$ cat src/rtl/adc_matrix_decoder_dem.sv
// rtl/adc_matrix_decoder_dem.sv - pipelined SAR code to cap-matrix enable decoder with optional row DEM
// Row DEM rotation is built only when ADC_DECODER_DEM_EN is defined; otherwise the pointer is fixed at 0.
module adc_matrix_decoder_dem #(
   parameter  int ROW_BITS = 4,
   parameter  int COL_BITS = 5,
   parameter  int BIN_BITS = 3,
   localparam int ROWS     = 1 << ROW_BITS,
   localparam int COLS     = 1 << COL_BITS,
   localparam int W        = ROW_BITS + COL_BITS + BIN_BITS
) (
   input  logic                clk,
   input  logic                rst_n,
   input  logic                load_i,
   input  logic [W-1:0]        data_i,
   input  logic                dem_en_i,
   input  logic                ptr_clr_i,
   output logic [ROWS-1:0]     row_out_n,
   output logic [ROWS-1:0]     rowon_out_n,
   output logic [COLS-1:0]     col_out_n,
   output logic [BIN_BITS-1:0] bincap_out_n,
   output logic                c0p_out_n,
   output logic                c0n_out_n,
   output logic                valid_o,
   output logic [ROW_BITS-1:0] ptr_o
);

   localparam logic [ROWS-1:0] ROW_ONE0 = {{(ROWS-1){1'b1}}, 1'b0};
   localparam logic [COLS-1:0] COL_ONE0 = {{(COLS-1){1'b1}}, 1'b0};
   localparam logic [COLS-1:0] COL_ALL1 = {COLS{1'b1}};

   function automatic logic [ROWS-1:0] rotl(input logic [ROWS-1:0] x,
                                            input logic [ROW_BITS-1:0] p);
      logic [2*ROWS-1:0] t;
      t = {x, x} << p;
      return t[2*ROWS-1:ROWS];
   endfunction

   logic [ROW_BITS-1:0] ptr_cur;

`ifdef ADC_DECODER_DEM_EN
   logic [ROW_BITS-1:0] ptr_q, ptr_d;

   // Clear wins over advance; a load alongside a clear still captures the old pointer.
   always_comb begin
      ptr_d = ptr_q;
      if (ptr_clr_i)
         ptr_d = '0;
      else if (load_i && dem_en_i)
         ptr_d = ptr_q + 1'b1;
   end

   always_ff @(posedge clk or negedge rst_n) begin
      if (!rst_n)
         ptr_q <= '0;
      else
         ptr_q <= ptr_d;
   end

   assign ptr_cur = ptr_q;
`else
   logic unused_dem_inputs;
   assign unused_dem_inputs = dem_en_i | ptr_clr_i;
   assign ptr_cur = '0;
`endif

   assign ptr_o = ptr_cur;

   // Stage 1: captured code and the pointer it will be rotated by.
   logic [W-1:0]        data_q;
   logic [ROW_BITS-1:0] sptr_q;
   logic                s1_vld_q;

   always_ff @(posedge clk or negedge rst_n) begin
      if (!rst_n) begin
         data_q   <= '0;
         sptr_q   <= '0;
         s1_vld_q <= 1'b0;
      end else begin
         s1_vld_q <= load_i;
         if (load_i) begin
            data_q <= data_i;
            sptr_q <= ptr_cur;
         end
      end
   end

   logic [ROW_BITS-1:0] row_f;
   logic [COL_BITS-1:0] col_f;
   logic [BIN_BITS-1:0] bin_f;
   logic [ROWS-1:0]     row_l, rowon_l, row_d, rowon_d;
   logic [COLS-1:0]     col_d;
   logic [BIN_BITS-1:0] bin_d;

   assign row_f = data_q[W-1 -: ROW_BITS];
   assign col_f = data_q[BIN_BITS +: COL_BITS];
   assign bin_f = data_q[BIN_BITS-1:0];

   // Columns snake: odd logical rows fill from the top, even rows from the bottom.
   always_comb begin
      row_l   = ROW_ONE0 << row_f;
      rowon_l = {1'b1, row_l[ROWS-1:1]};
      row_d   = rotl(row_l, sptr_q);
      rowon_d = rotl(rowon_l, sptr_q);
      col_d   = row_f[0] ? ((COL_ALL1 >> 1) >> col_f) : (COL_ONE0 << col_f);
      bin_d   = ~bin_f;
   end

   // Stage 2: driver-facing registers, held between loads.
   logic [ROWS-1:0]     row_q, rowon_q;
   logic [COLS-1:0]     col_q;
   logic [BIN_BITS-1:0] bin_q;
   logic                vld_q;

   always_ff @(posedge clk or negedge rst_n) begin
      if (!rst_n) begin
         row_q   <= ROW_ONE0;
         rowon_q <= {ROWS{1'b1}};
         col_q   <= COL_ONE0;
         bin_q   <= {BIN_BITS{1'b1}};
         vld_q   <= 1'b0;
      end else begin
         vld_q <= s1_vld_q;
         if (s1_vld_q) begin
            row_q   <= row_d;
            rowon_q <= rowon_d;
            col_q   <= col_d;
            bin_q   <= bin_d;
         end
      end
   end

   assign row_out_n    = row_q;
   assign rowon_out_n  = rowon_q;
   assign col_out_n    = col_q;
   assign bincap_out_n = bin_q;
   assign valid_o      = vld_q;
   assign c0p_out_n    = 1'b1;
   assign c0n_out_n    = 1'b0;

endmodule

$ cat config.mk
export PLATFORM = sky130hd
export DESIGN_NAME = adc_matrix_decoder_dem
export DESIGN_NICKNAME = d
export VERILOG_FILES = /design/src/rtl/adc_matrix_decoder_dem.sv
export SDC_FILE = /design/constraint.sdc
export NUM_CORES = 1
export LEC_CHECK = 0
export ABC_AREA = 0
export CORE_MARGIN = 5
export CORE_UTILIZATION = 50
export DETAILED_ROUTE_END_ITERATION = 16
export DONT_BUFFER_PORTS = 1
export PLACE_DENSITY = 0.68
export REMOVE_ABC_BUFFERS = 1
export SYNTH_ARGS = -nofsm -noshare
export SYNTH_HDL_FRONTEND = slang
export SYNTH_SLANG_ARGS = --single-unit
$ cat constraint.sdc
create_clock -name clk -period 1.1 [get_ports clk]
set_input_delay 0.22 -clock clk [delete_from_list [all_inputs] [get_ports clk]]
set_output_delay 0.22 -clock clk [all_outputs]
set_load 0.02 [all_outputs]
==> Yosys cells after proc, flatten, opt, wreduce, memory -nomap -nowiden <==
Index checks and enable logic that the tools add are counted.
Widths: inputs -> output; s select.
{ "word_totals": {"reg_bits": 80, "latch_bits": 0, "ramBits": 0, "romBits": 0, "output_inout_bits": 74, "wordCells": 12, "memories": 0} }
{ "classes": {"n_addsub": 0, "mul": 0, "div": 0, "magnitude_cmp": 0, "eq_ne": 0, "shift": 3, "n_mux": 1, "bitwise": 1, "n_reduce_logical": 0} }
{ "op_table": {"columns": ["op", "n"], "rows": [
  ["$mux 32", 1],
  ["$shl 32x5->32 const A", 1],
  ["$shr 31x5->32 const A", 1],
  ["$shl 16x4->16 const A", 1],
  ["$not 3->3", 1]
]} }

==> Logic depth before layout (Yosys ltp) <==
Gate-level depths: netlist of run 1.
{ "logic_depth": {"word_depth": 2, "depth_mapped": 5, "depth_no_buf": 3} }

==> Worst setup path after synthesis of run 1 <==
No wires, ideal clock.
{ "synth_path": {"path_kind": "register to register", "startpoint": "register data_q[6]", "endpoint": "register col_q[14], in the netlist col_out_n[14]", "t_arrival_ns": 1.079, "setup_slack_ns": -0.056, "stages_incl_launch_ff": 5, "path_buffers": 1, "synth_period_minus_slack_ns": 1.156, "path_cell_list": "dfrtp_1 buf_6 nor4_4 o22ai_1 a31oi_1"} }
{ "synth_between": {"elab_chain_len": 2, "elab_cells_between_ends": 3, "classes_between": "shift (2); mux (1)"} }
{ "synth_rtl": {"columns": ["element", "line", "rtl"], "rows": [
  ["start: declaration", "69", "logic [W-1:0] data_q;"],
  ["start signal: assignment", "81", "data_q <= data_i;"],
  ["$shl 32x5->32 or $shr 31x5->32 (tied branches)", "104", "col_d = row_f[0] ? ((COL_ALL1 >> 1) >> col_f) : (COL_ONE0 << col_f);"],
  ["$mux 32 *", "104", null],
  ["end signal: assignment", "126", "col_q <= col_d;"],
  ["end: declaration", "110", "logic [COLS-1:0] col_q;"]
]} }
Mark *: on every way between the ends. The rest lies on a longest branch, timed or not.
A chain may end at the register's enable or synchronous reset.

==> Worst setup path after layout of run 1 <==
{ "layout_path": {"startpoint": "register data_q[3]", "endpoint": "register col_q[17], in the netlist col_out_n[17]"} }
Same word-level chain as after synthesis.

==> summary.md, run 1 <==
| Metric | Value |
|---|---|
| Result of the run | `finished with violations` |
| Violations in the final reports | `hold timing, setup timing` |
| Ratio of cells with drive above 1 in the final layout | `62.46%` |
| Crit. End Element | `register` |
| Max-slew violations | `0` |
| Overall fraction of global-route tracks in use | `between 20% and 30%` |
| Worst flop-to-flop path startpoint | `data_q[3]$_DFFE_PN0P_` |
| Power density relative to cell area | `1839 nW/µm²` |
| RePlAce Congestion | `0.8143` |
| Post-detailed-route via-to-cell ratio | `5.944` |
| Number of filler cells placed in the layout | `403` |
| Fmax | `777.7 MHz` |
| Overflow left after global routing | `0` |
| Share of the synthesized area in the top cell type | `41.68%` |
| Max capacitance violation total | `0` |
| Clock latency on the worst-skew pair | `around 0.35 ns` |
| Most common library cell in the layout ignoring fill and taps | `sky130_fd_sc_hd__dfstp_2` |
| Register area | `1673 µm²` |
| CTS Sinks | `64` |
| Unrepaired setup endpoints after global routing | `true` |
| DRC violation count after routing | `0` |
| Placeable core area | `5956 µm²` |
| Via count of the first global-routing pass | `2283` |
| Min cycle time layout | `roughly 1.3 ns` |
| Setup TNS | `-9.686 ns` |
| Max IR drop VDD | `slightly above 1 mV` |
| Number of hold violations in the final report | `64` |
| Worst-path fanout max | `7` |
| Main area contributors after synthesis | `sky130_fd_sc_hd__dfstp_2, sky130_fd_sc_hd__dfrtp_1, sky130_fd_sc_hd__buf_4, sky130_fd_sc_hd__mux2_2, sky130_fd_sc_hd__o21ai_0` |
| Initial Util | `51.87%` |
| Post-layout net count | `329` |
| Number of synthesized register bits | `64` |
| Yosys top cell by area | `sky130_fd_sc_hd__dfstp_2` |
| Post-DP HPWL | `4577 µm` |
| Floorplan row count | `28` |
| Antenna diode count | `0` |
| Count of H-tree levels built during CTS | `3` |
| Ys Warns | `0` |
| WL/cell | `20.70 µm` |
| Initial DRC count | `approximately 150` |
| IO Pins | `91` |
| Final Skew | `0.01173 ns` |
| Post-place instance area | `3191 µm²` |
| PortBufs | `0` |
| Worst-path clk slew | `0.08 ns` |
| Largest net degree at the start of global routing | `65` |
| Critical path type | `register to register` |
| Synth Flop Type | `sky130_fd_sc_hd__dfstp_2` |
| Detailed-routing iteration count for the pre-antenna-repair pass | `4` |
| Area of combinational cells with multiple inputs | `~1500 µm²` |
| Critical path startpoint category | `register` |
| List of cells traversed by the critical path | `buf_6 > nor4_4 > o22ai_1 > a31oi_1` |
| Proportion of synthesized flip-flops having asynchronous set or reset | `100.0%` |
| Die Footprint | `7850 µm²` |
| Commonest cells after routing, fill and taps aside | `sky130_fd_sc_hd__dfstp_2, sky130_fd_sc_hd__buf_4, sky130_fd_sc_hd__nand2_1, sky130_fd_sc_hd__buf_6, sky130_fd_sc_hd__nor2_1` |
| Critical-path cell with the highest stage delay | `sky130_fd_sc_hd__dfrtp_2` |
| Largest stage delay, worst path | `0.51 ns` |
| Final hold slack | `-0.4411 ns` |
| Setup ws final | `-0.1858 ns` |
| Chip Width | `just under 90 µm` |
| Avg Inst Size Synth | `10.62 µm²` |
| Number of antenna-violating nets in the routed design | `0` |
| Worst hold-check path type | `primary input to asynchronous set/reset pin` |
| Area growth from synthesis to layout | `33.13%` |
| Max Buffers Root-to-Sink | `2` |
| Fraction of the cycle the final worst path needs | `116.9%` |
| Synth cell types | `between 40 and 50` |
| Floorplan die height | `88.60 µm` |
| Post-synthesis instance total | `291` |
| Reg2reg end | `col_out_n[17]$_DFFE_PN1P_` |
| Total vias in the final route | `between 2000 and 2500` |
| Required time worst endpoint | `1.38 ns` |
| P_leak | `0.001597 µW` |
| Area of the mapped netlist | `3089 µm²` |
| Final WL | `between 8000 and 9000 µm` |
| Number of synthesized flops with an enable pin | `0` |
| Pre-CTS setup slack | `-0.2092 ns` |
| Number of buffers added to fix hold violations after cts | `2` |
| Post-route cell area | `~4100 µm²` |
| Initial antenna violation count | `0` |
| Part of the Yosys area used for sequential elements | `a little over half` |
| TritonCTS clock tree | `built` |
| Setup-violating endpoint count in the final report | `96` |
| Number of buffers created by CTS | `9` |
| Worst path arrival time | `1.56 ns` |
| Number of cell instances on the worst register-to-register path | `4` |
| Register-to-Register Setup Slack | `-0.19 ns` |
| Wire length of the first global-routing pass | `11940 µm` |
| Root buffer cell | `sky130_fd_sc_hd__clkbuf_8` |
==> cells by family (layout without fill, tap and decap cells) <==
kind of cell | Yosys count | in the layout | share of synthesized area [%]
compound gates | 87 | 87 | 20.21
simple gates | 67 | 67 | 9.883
flops | 64 | 64 | 53.83
mux | 12 | 12 | 4.374
other cells | 2 | 8 | 0.2431
buf+inv | 59 | 79 | 11.46
==> synthesized netlist by cell type, types with 2 or more instances <==
library cell,n
sky130_fd_sc_hd__nand2_1,24
sky130_fd_sc_hd__o21ai_0,20
sky130_fd_sc_hd__o21a_1,5
sky130_fd_sc_hd__a21o_1,2
sky130_fd_sc_hd__o2bb2ai_1,7
sky130_fd_sc_hd__a21oi_1,16
sky130_fd_sc_hd__buf_6,2
sky130_fd_sc_hd__nor3_1,5
sky130_fd_sc_hd__o2111ai_1,2
sky130_fd_sc_hd__buf_2,10
sky130_fd_sc_hd__inv_1,11
sky130_fd_sc_hd__conb_1,2
sky130_fd_sc_hd__buf_4,28
sky130_fd_sc_hd__o221ai_1,10
sky130_fd_sc_hd__nand2b_1,2
sky130_fd_sc_hd__mux2_2,12
sky130_fd_sc_hd__a311oi_1,2
sky130_fd_sc_hd__o22ai_1,4
sky130_fd_sc_hd__dfrtp_1,15
sky130_fd_sc_hd__nand3_1,6
sky130_fd_sc_hd__clkbuf_1,6
sky130_fd_sc_hd__nor2_1,23
sky130_fd_sc_hd__a31oi_1,6
sky130_fd_sc_hd__dfstp_2,49
==> registers in the layout, indices dropped and copies added, names as in the netlist <==
name and flops:
row_out_n 15, valid_o 1, s1_vld_q 1, bincap_out_n 3, col_out_n 32, data_q 12
==> layout make-up <==
cell class,count,area share [%]
tap,75,2.282
inverter,12,1.095
sequential,64,40.68
timing repair buffer,51,14.45
multi-input combinational,174,35.38
clock inverter,6,2.768
clock buffer,10,3.347
==> report_power, final <==
| part | switching, µW | leakage [µW] | internal (µW) |
|---|---|---|---|
| registers | 705 | 0.000684 | 2880 |
| clock network | 957 | 0.000119 | 1570 |
| logic | 745 | 0.000794 | 703 |
| total | 2410 | 0.00160 | 5150 |
==> worst max path at each step <==
stage / from / slack, ns / end / cells after the start
global route: data_q[3]$_DFFE_PN0P_ / -0.26 / col_out_n[14]$_DFFE_PN1P_ / 4
global placement: data_q[5]$_DFFE_PN0P_ / -0.16 / col_out_n[25]$_DFFE_PN1P_ / 4
CTS: row_out_n[1]$_DFFE_PN1P_ / -0.18 / rowon_out_n[0] / 1
finish: data_q[3]$_DFFE_PN0P_ / -0.19 / col_out_n[17]$_DFFE_PN1P_ / 4
detailed placement: data_q[5]$_DFFE_PN0P_ / -0.21 / col_out_n[6]$_DFFE_PN1P_ / 4
floorplan: s1_vld_q$_DFF_PN0_ / -1.20 / col_out_n[23]$_DFFE_PN1P_ / 3
==> critical path: cells and delay by family (launching register included) <==
family	cells	cell delay, ns
compound gates	2	0.26
simple gates	1	0.26
buf+inv	1	0.18
flops	1	0.51
==> per-stage QoR <==
| step | cells | hold WS (ns) | power (µW) | utilization [%] |
|---|---|---|---|---|
| after global placement | 354 | -0.07325 | 4490 | 53.57 |
| after detailed placement | 354 | -0.07374 | 4529 | 53.57 |
| after CTS | 386 | -0.4541 | 7373 | 64.64 |
| final | 392 | -0.4411 | 7562 | 69.05 |
| after global routing | 392 | -0.4629 | 7902 | 69.05 |
| after floorplan | 250 | -0.07559 | 4091 | - |
==> what timing repair did <==
action / CTS / global route
endpoints found under the hold margin: 68 / 64
endpoints found under the setup margin: 96 / 111
pin swaps: 33 / 25
setup buffers: 13 / 6
cloned: 1 / 0
gates resized for setup: 65 / 50
==> routing by layer <==
layer  vias to the layer above  global-route usage [%]  part of all wire, %
met1                      1162                   24.43                   40
met2                        99                   32.29                   49
li1                       1047                       -                    -
met5                         -                       0                    0
met4                         0                   11.13                  2.9
met3                        22                   5.866                  8.6
Power figures use the tool's default switching activity.
==> inputs of run 2 (changes only) <==
--- a/config.mk
+++ b/config.mk
@@ -10,7 +10,7 @@
 export CORE_UTILIZATION = 50
 export DETAILED_ROUTE_END_ITERATION = 16
 export DONT_BUFFER_PORTS = 1
-export PLACE_DENSITY = 0.68
+export PLACE_DENSITY = 0.76
 export REMOVE_ABC_BUFFERS = 1
 export SYNTH_ARGS = -nofsm -noshare
 export SYNTH_HDL_FRONTEND = slang
==> run 2 against run 1 <==
Compared with the run above: the run still ends with hold timing, setup timing left; clock power fell by 21%; via count rose by 4.1%; sequential share of layout area rose by 1.4 points; clock skew rose by 0.0031 ns; first-iteration DRC count rose by 10%; critical path depth rose by 1; maximum frequency fell by 1.5%; combinational power fell by 4%; critical path type unchanged.
==> summary.md, run 2 (synthesis gave the netlist of run 1 again) <==
| Metric | Value |
|---|---|
| Max-slew violations | `0 (unchanged)` |
| P_leak | `0.001596 µW (about the same)` |
| Floorplan row count | `28 (unchanged)` |
| Post-detailed-route via-to-cell ratio | `6.124 (+3.0%)` |
| Initial antenna violation count | `0 (unchanged)` |
| Violations in the final reports | `hold timing, setup timing` |
| Worst-path fanout max | `8 (+1)` |
| Largest stage delay, worst path | `0.41 ns (-0.10 ns)` |
| Placeable core area | `5956 µm² (unchanged)` |
| Overall fraction of global-route tracks in use | `20.07% (-0.086 points)` |
| Critical path startpoint category | `register` |
| Number of buffers created by CTS | `9 (unchanged)` |
| Wire length of the first global-routing pass | `11900 µm (-0.34%)` |
| Bufs and invs on worst path | `2 (+1)` |
| Max Buffers Root-to-Sink | `2 (unchanged)` |
| Fraction of the cycle the final worst path needs | `118.6% (+1.7 points)` |
| Critical path type | `register to register` |
| Setup TNS | `-9.550 ns (+0.1357 ns)` |
| Count of H-tree levels built during CTS | `3 (unchanged)` |
| DRC violation count after routing | `0 (unchanged)` |
| Floorplan die height | `88.60 µm (unchanged)` |
| CTS Sinks | `64 (unchanged)` |
| Area growth from synthesis to layout | `28.80%` |
| Most common library cell in the layout ignoring fill and taps | `sky130_fd_sc_hd__dfstp_2` |
| Post-place instance area | `3224 µm² (+1.1%)` |
| Max capacitance violation total | `0 (unchanged)` |
| Worst hold-check path type | `primary input to asynchronous set/reset pin` |
| Chip Width | `88.60 µm (unchanged)` |
| Critical-path cell with the highest stage delay | `sky130_fd_sc_hd__dfrtp_1` |
| Number of antenna-violating nets in the routed design | `0 (unchanged)` |
| Antenna diode count | `0 (unchanged)` |
| RePlAce Congestion | `0.8860 (+8.8%)` |
| Total vias in the final route | `2425 (+4.1%)` |
| Final hold slack | `-0.4333 ns (+0.007803 ns)` |
| Overall Power | `6962 µW (-7.9%)` |
| IO Pins | `91 (unchanged)` |
| Commonest cells after routing, fill and taps aside | `sky130_fd_sc_hd__dfstp_2, sky130_fd_sc_hd__buf_4, sky130_fd_sc_hd__nor2_1, sky130_fd_sc_hd__nand2_1, sky130_fd_sc_hd__buf_6` |
| List of cells traversed by the critical path | `buf_12 > buf_4 > nor3_4 > o21ai_2 > o2bb2ai_1` |
| Setup-violating endpoint count in the final report | `95 (-1.0%)` |
| Area of combinational cells with multiple inputs | `1359 µm² (-6.6%)` |
| Final WL | `8486 µm (+4.6%)` |
| Max IR drop VDD | `1.069 mV (+5.6%)` |
| Largest net degree at the start of global routing | `65 (unchanged)` |
| Final Skew | `0.01483 ns (+0.003104 ns)` |
| Setup ws final | `-0.2049 ns (-0.01908 ns)` |
| Pre-CTS setup slack | `-0.1713 ns (+0.03786 ns)` |
| Power density relative to cell area | `1750 nW/µm² (-4.8%)` |
| TritonCTS clock tree | `built` |
| Worst path arrival time | `1.57 ns (about the same)` |
| Number of hold violations in the final report | `64 (unchanged)` |
| PortBufs | `0 (unchanged)` |
| Worst-path clk slew | `0.08 ns (about the same)` |
| Required time worst endpoint | `1.36 ns (-0.02 ns)` |
| Unrepaired setup endpoints after global routing | `true` |
| Post-DP HPWL | `4577 µm (about the same)` |
| Detailed-routing iteration count for the pre-antenna-repair pass | `4 (unchanged)` |
| Die Footprint | `7850 µm² (unchanged)` |
| Overflow left after global routing | `0 (unchanged)` |
| Post-route cell area | `3979 µm² (-3.3%)` |
| Fmax | `766.4 MHz (-1.5%)` |
| Initial DRC count | `161 (+10%)` |
| Number of filler cells placed in the layout | `405 (+0.50%)` |
| Register area | `1673 µm² (unchanged)` |
| Clock latency on the worst-skew pair | `0.34 ns (about the same)` |
| Root buffer cell | `sky130_fd_sc_hd__clkbuf_8` |
| Number of buffers added to fix hold violations after cts | `1 (-1)` |
| Via count of the first global-routing pass | `2283 (unchanged)` |
| Initial Util | `51.87% (unchanged)` |
| Crit. End Element | `register` |
| Result of the run | `finished with violations` |
| Ratio of cells with drive above 1 in the final layout | `61.06% (-1.4 points)` |
| Min cycle time layout | `1.305 ns (+0.01908 ns)` |
| WL/cell | `21.43 µm (+3.5%)` |
| Cell family contributing the most delay on the critical path | `flip-flops` |
| Post-layout net count | `333 (+1.2%)` |
| Largest register FFs | `32 (unchanged)` |
==> run 2: repair_timing <==
action	CTS	global route
buffers inserted	11	11
pin swaps	25	16
gates cloned	0	1
gates resized for setup	51	50
endpoints found under the setup margin	95	103
endpoints found under the hold margin	68	64
==> run 2: report_power, final <==
group          switching, µW  internal [µW]  leakage, µW
Combinational            723            668     0.000817
Clock                    950           1040    0.0000952
Sequential               699           2880     0.000684
Total                   2370           4590      0.00160
==> run 2: worst register-to-register path: stages (launching register included) <==
cell	delay, ns
sky130_fd_sc_hd__dfrtp_1	0.41
sky130_fd_sc_hd__buf_12	0.16
sky130_fd_sc_hd__buf_4	0.15
sky130_fd_sc_hd__nor3_4	0.26
sky130_fd_sc_hd__o21ai_2	0.10
sky130_fd_sc_hd__o2bb2ai_1	0.16
==> run 2: routing by layer <==
| metal | part of all wire [%] | vias up | GRT usage, % |
|---|---|---|---|
| li1 | - | 1057 | - |
| met1 | 38 | 1222 | 24.90 |
| met2 | 52 | 132 | 31.41 |
| met3 | 8.8 | 14 | 7.356 |
| met4 | 1.6 | 0 | 9.066 |
| met5 | 0 | - | 0 |
==> run 2: path summary, 6_finish.rpt <==
check | startpoint | slack (ns) | to | cells after the start
worst min register to register | data_q[0]$_DFFE_PN0P_ | 0.43 | bincap_out_n[0]$_DFFE_PN1P_ | 1
worst max register to register | data_q[4]$_DFFE_PN0P_ | -0.20 | col_out_n[25]$_DFFE_PN1P_ | 5
min in group clk | load_i | 0.01 | data_q[8]$_DFFE_PN0P_ | 2
max in group asynchronous | rst_n | 1.33 | row_out_n[8]$_DFFE_PN1P_ | 0
worst min-delay path | rst_n | -0.43 | valid_o$_DFF_PN0_ | 0
worst max-delay path | data_q[4]$_DFFE_PN0P_ | -0.20 | col_out_n[25]$_DFFE_PN1P_ | 5
==> run 2: layout make-up <==
cell class                 instances  area share, %
clock inverter                     7          1.824
timing repair buffer              55          15.38
tap                               75          2.358
inverter                          12          1.132
sequential                        64          42.04
multi-input combinational        174          34.15
clock buffer                       9          3.113
==> run 2: stage by stage <==
step / util [%] / instances / hold slack, ns
after floorplan: - / 250 / -0.07559
after global placement: 54.14 / 357 / -0.07362
after detailed placement: 54.14 / 357 / -0.07350
after CTS: 62.02 / 385 / -0.4428
after global routing: 66.81 / 396 / -0.4594
final: 66.81 / 396 / -0.4333
==> inputs of run 3 (changes only) <==
--- a/config.mk
+++ b/config.mk
@@ -8,10 +8,11 @@
 export ABC_AREA = 0
 export CORE_MARGIN = 5
 export CORE_UTILIZATION = 50
+export CTS_BUF_LIST = sky130_fd_sc_hd__clkbuf_4 sky130_fd_sc_hd__clkbuf_8
 export DETAILED_ROUTE_END_ITERATION = 16
 export DONT_BUFFER_PORTS = 1
+export GPL_TIMING_DRIVEN = 0
 export PLACE_DENSITY = 0.76
-export REMOVE_ABC_BUFFERS = 1
 export SYNTH_ARGS = -nofsm -noshare
 export SYNTH_HDL_FRONTEND = slang
 export SYNTH_SLANG_ARGS = --single-unit
==> run 3 against run 2 <==
Compared with the run above: the run still ends with hold timing, setup timing left; utilization up 12 points; critical path depth fell by 1; sequential share of layout area fell by 6.4 points; critical endpoint is now col_out_n[17]$_DFFE_PN1P_; combinational power is 47% higher; highest routed layer unchanged; largest power group unchanged; routed wire length rose by 27%; clock skew shrank 0.0075 ns; maximum frequency is 3.6% lower.
==> summary.md, run 3 (synthesis gave the netlist of run 1 again) <==
| Metric | Value |
|---|---|
| Number of antenna-violating nets in the routed design | `0 (unchanged)` |
| Final hold slack | `-0.4413 ns (-0.008005 ns)` |
| Switching power | `2658 µW (+12%)` |
| Detailed-routing iteration count for the pre-antenna-repair pass | `6 (+2)` |
| Source of the critical timing path | `data_q[6]$_DFFE_PN0P_` |
| Largest net degree at the start of global routing | `65 (unchanged)` |
| Setup-violating endpoint count in the final report | `108 (+14%)` |
| Crit. End Element | `register` |
| Relative contribution of sequential cells to total power | `46.4% (-5.0 points)` |
| Worst-path fanout max | `7 (-1)` |
| Number of standard cells in the final layout excluding fillers | `435 (+9.8%)` |
| Switching Fraction | `35.09% (+1.0 points)` |
| Total vias in the final route | `2701 (+11%)` |
| Setup TNS | `-12.91 ns (-3.359 ns)` |
| Antenna diode count | `0 (unchanged)` |
| Max capacitance violation total | `0 (unchanged)` |
| Number of buffers added to fix hold violations after cts | `2 (+1)` |
| Max Buffers Root-to-Sink | `2 (unchanged)` |
| Unrepaired setup endpoints after global routing | `true` |
| IO Pins | `91 (unchanged)` |
| Wire length of the first global-routing pass | `14600 µm (+23%)` |
| Placeable core area | `5956 µm² (unchanged)` |
| Violations in the final reports | `hold timing, setup timing` |
| RePlAce Congestion | `0.8937 (+0.87%)` |
| Floorplan row count | `28 (unchanged)` |
| Clock latency on the worst-skew pair | `0.35 ns (about the same)` |
| Overflow left after global routing | `0 (unchanged)` |
| Worst flop-to-flop path startpoint | `data_q[6]$_DFFE_PN0P_` |
| Initial Util | `51.87% (unchanged)` |
| Power density relative to cell area | `1618 nW/µm² (-7.5%)` |
| Internal power | `4916 µW (+7.1%)` |
| Critical path type | `register to register` |
| Post-DP HPWL | `5166 µm (+13%)` |
| Final Skew | `0.007291 ns (-0.007538 ns)` |
| Required time worst endpoint | `1.37 ns (about the same)` |
| Result of the run | `finished with violations` |
| Ratio of cells with drive above 1 in the final layout | `70.28% (+9.2 points)` |
| Number of buffers created by CTS | `9 (unchanged)` |
| Min cycle time layout | `1.354 ns (+0.04903 ns)` |
| Root buffer cell | `sky130_fd_sc_hd__clkbuf_8` |
| Number of hold violations in the final report | `64 (unchanged)` |
| Fmax | `738.6 MHz (-3.6%)` |
| Overall fraction of global-route tracks in use | `25.56% (+5.5 points)` |
| Chip Width | `88.60 µm (unchanged)` |
| DRC violation count after routing | `0 (unchanged)` |
| Combinational share of power | `27.1% (+7.1 points)` |
| Largest register FFs | `32 (unchanged)` |
| Initial DRC count | `202 (+25%)` |
| TritonCTS clock tree | `built` |
| PortBufs | `0 (unchanged)` |
| CTS Sinks | `64 (unchanged)` |
| Cell count after placement | `372 (+4.2%)` |
| Max-slew violations | `0 (unchanged)` |
| Final WL | `10790 µm (+27%)` |
| Area growth from synthesis to layout | `51.52%` |
| Via count of the first global-routing pass | `2716 (+19%)` |
| Share of total power in the clock network | `26.5% (-2.1 points)` |
| Fraction of the cycle the final worst path needs | `123.1% (+4.5 points)` |
| WL/cell | `24.81 µm (+16%)` |
| Commonest cells after routing, fill and taps aside | `sky130_fd_sc_hd__dfstp_2, sky130_fd_sc_hd__buf_6, sky130_fd_sc_hd__buf_4, sky130_fd_sc_hd__nor2_1, sky130_fd_sc_hd__nand2_1` |
| Critical path startpoint category | `register` |
| P_leak | `0.001877 µW (+18%)` |
| Die Footprint | `7850 µm² (unchanged)` |
| Initial antenna violation count | `0 (unchanged)` |
| Most common library cell in the layout ignoring fill and taps | `sky130_fd_sc_hd__dfstp_2` |
| Setup ws final | `-0.2539 ns (-0.04903 ns)` |
| Count of H-tree levels built during CTS | `3 (unchanged)` |
| Max IR drop VDD | `1.104 mV (+3.3%)` |
| Post-layout net count | `372 (+12%)` |
| Pre-CTS setup slack | `-0.2606 ns (-0.08925 ns)` |
| Share of the core filled with cells in the final layout | `78.59% (+12 points)` |
| Worst path arrival time | `1.62 ns (+0.05 ns)` |
| Worst-path clk slew | `0.07 ns (about the same)` |
| Post-detailed-route via-to-cell ratio | `6.209 (+1.4%)` |
| Floorplan die height | `88.60 µm (unchanged)` |
| Worst hold-check path type | `primary input to asynchronous set/reset pin` |
==> run 3: changes by cell type in the layout (fill, tap and decap cells not counted), sizes merged <==
| cell | delta |
|---|---|
| bufinv | -1 |
| inv | -2 |
| buf | +33 |
| clkbuf | +9 |
| clkinv | -2 |
| clkinvlp | +1 |
| dlygate4sd3 | +1 |
==> run 3: cell type report <==
class	instances	area [µm²]
Clock buffer	13	178.9
Buffer	45	491.7
Inverter	12	61.31
Multi-Input combinational cell	174	1604
Tap cell	75	93.84
Sequential cell	64	1669
Clock inverter	3	23.77
Timing Repair Buffer	49	558.0
Fill cell	324	1275
==> run 3: power by group through the flow <==
stage / Combinational, µW / Clock [µW] / Sequential, µW
after floorplan: 887 / 0 / 3400
after global placement: 1030 / 0 / 3490
after detailed placement: 1050 / 0 / 3500
after CTS: 1580 / 2010 / 3490
after global routing: 2140 / 2130 / 3560
final: 2050 / 2010 / 3510
==> run 3: per-stage QoR <==
| step | hold WS [ns] | power, µW | area, µm² |
|---|---|---|---|
| floorplan | -0.07559 | 4291 | 3128 |
| global placement | -0.07391 | 4525 | 3222 |
| detailed placement | -0.07356 | 4554 | 3222 |
| CTS | -0.4498 | 7091 | 4173 |
| global route | -0.4561 | 7830 | 4681 |
| finish | -0.4413 | 7574 | 4681 |
==> run 3: worst paths after layout <==
| check | slack [ns] | endpoint | cells past startpoint |
|---|---|---|---|
| worst max-delay path | -0.25 | col_out_n[17]$_DFFE_PN1P_ | 4 |
| worst max register to register | -0.25 | col_out_n[17]$_DFFE_PN1P_ | 4 |
| min in group clk | 0.02 | data_q[11]$_DFFE_PN0P_ | 1 |
| worst min-delay path | -0.44 | data_q[5]$_DFFE_PN0P_ | 0 |
| max in group asynchronous | 1.36 | col_out_n[12]$_DFFE_PN1P_ | 0 |
| worst min register to register | 0.41 | bincap_out_n[0]$_DFFE_PN1P_ | 1 |
==> run 3: what timing repair did <==
action / CTS / global route
setup buffers: 21 / 19
setup endpoints to repair: 115 / 112
hold endpoints to repair: 66 / 64
resized for setup: 135 / 85
gates cloned: 4 / 3
pin swaps: 40 / 27
==> run 3: worst max-delay path, cell delays in order, from the launching register on <==
cell and delay [ns]:
sky130_fd_sc_hd__dfrtp_2 0.46, sky130_fd_sc_hd__buf_12 0.17, sky130_fd_sc_hd__nor4_4 0.33, sky130_fd_sc_hd__o22ai_1 0.12, sky130_fd_sc_hd__a31oi_1 0.20
==> run 3: per-layer routing <==
layer	track usage, %	share of wire (%)
met3	11.64	13
met1	29.46	35
met2	38.75	47
met5	0	0
met4	15.93	4.9
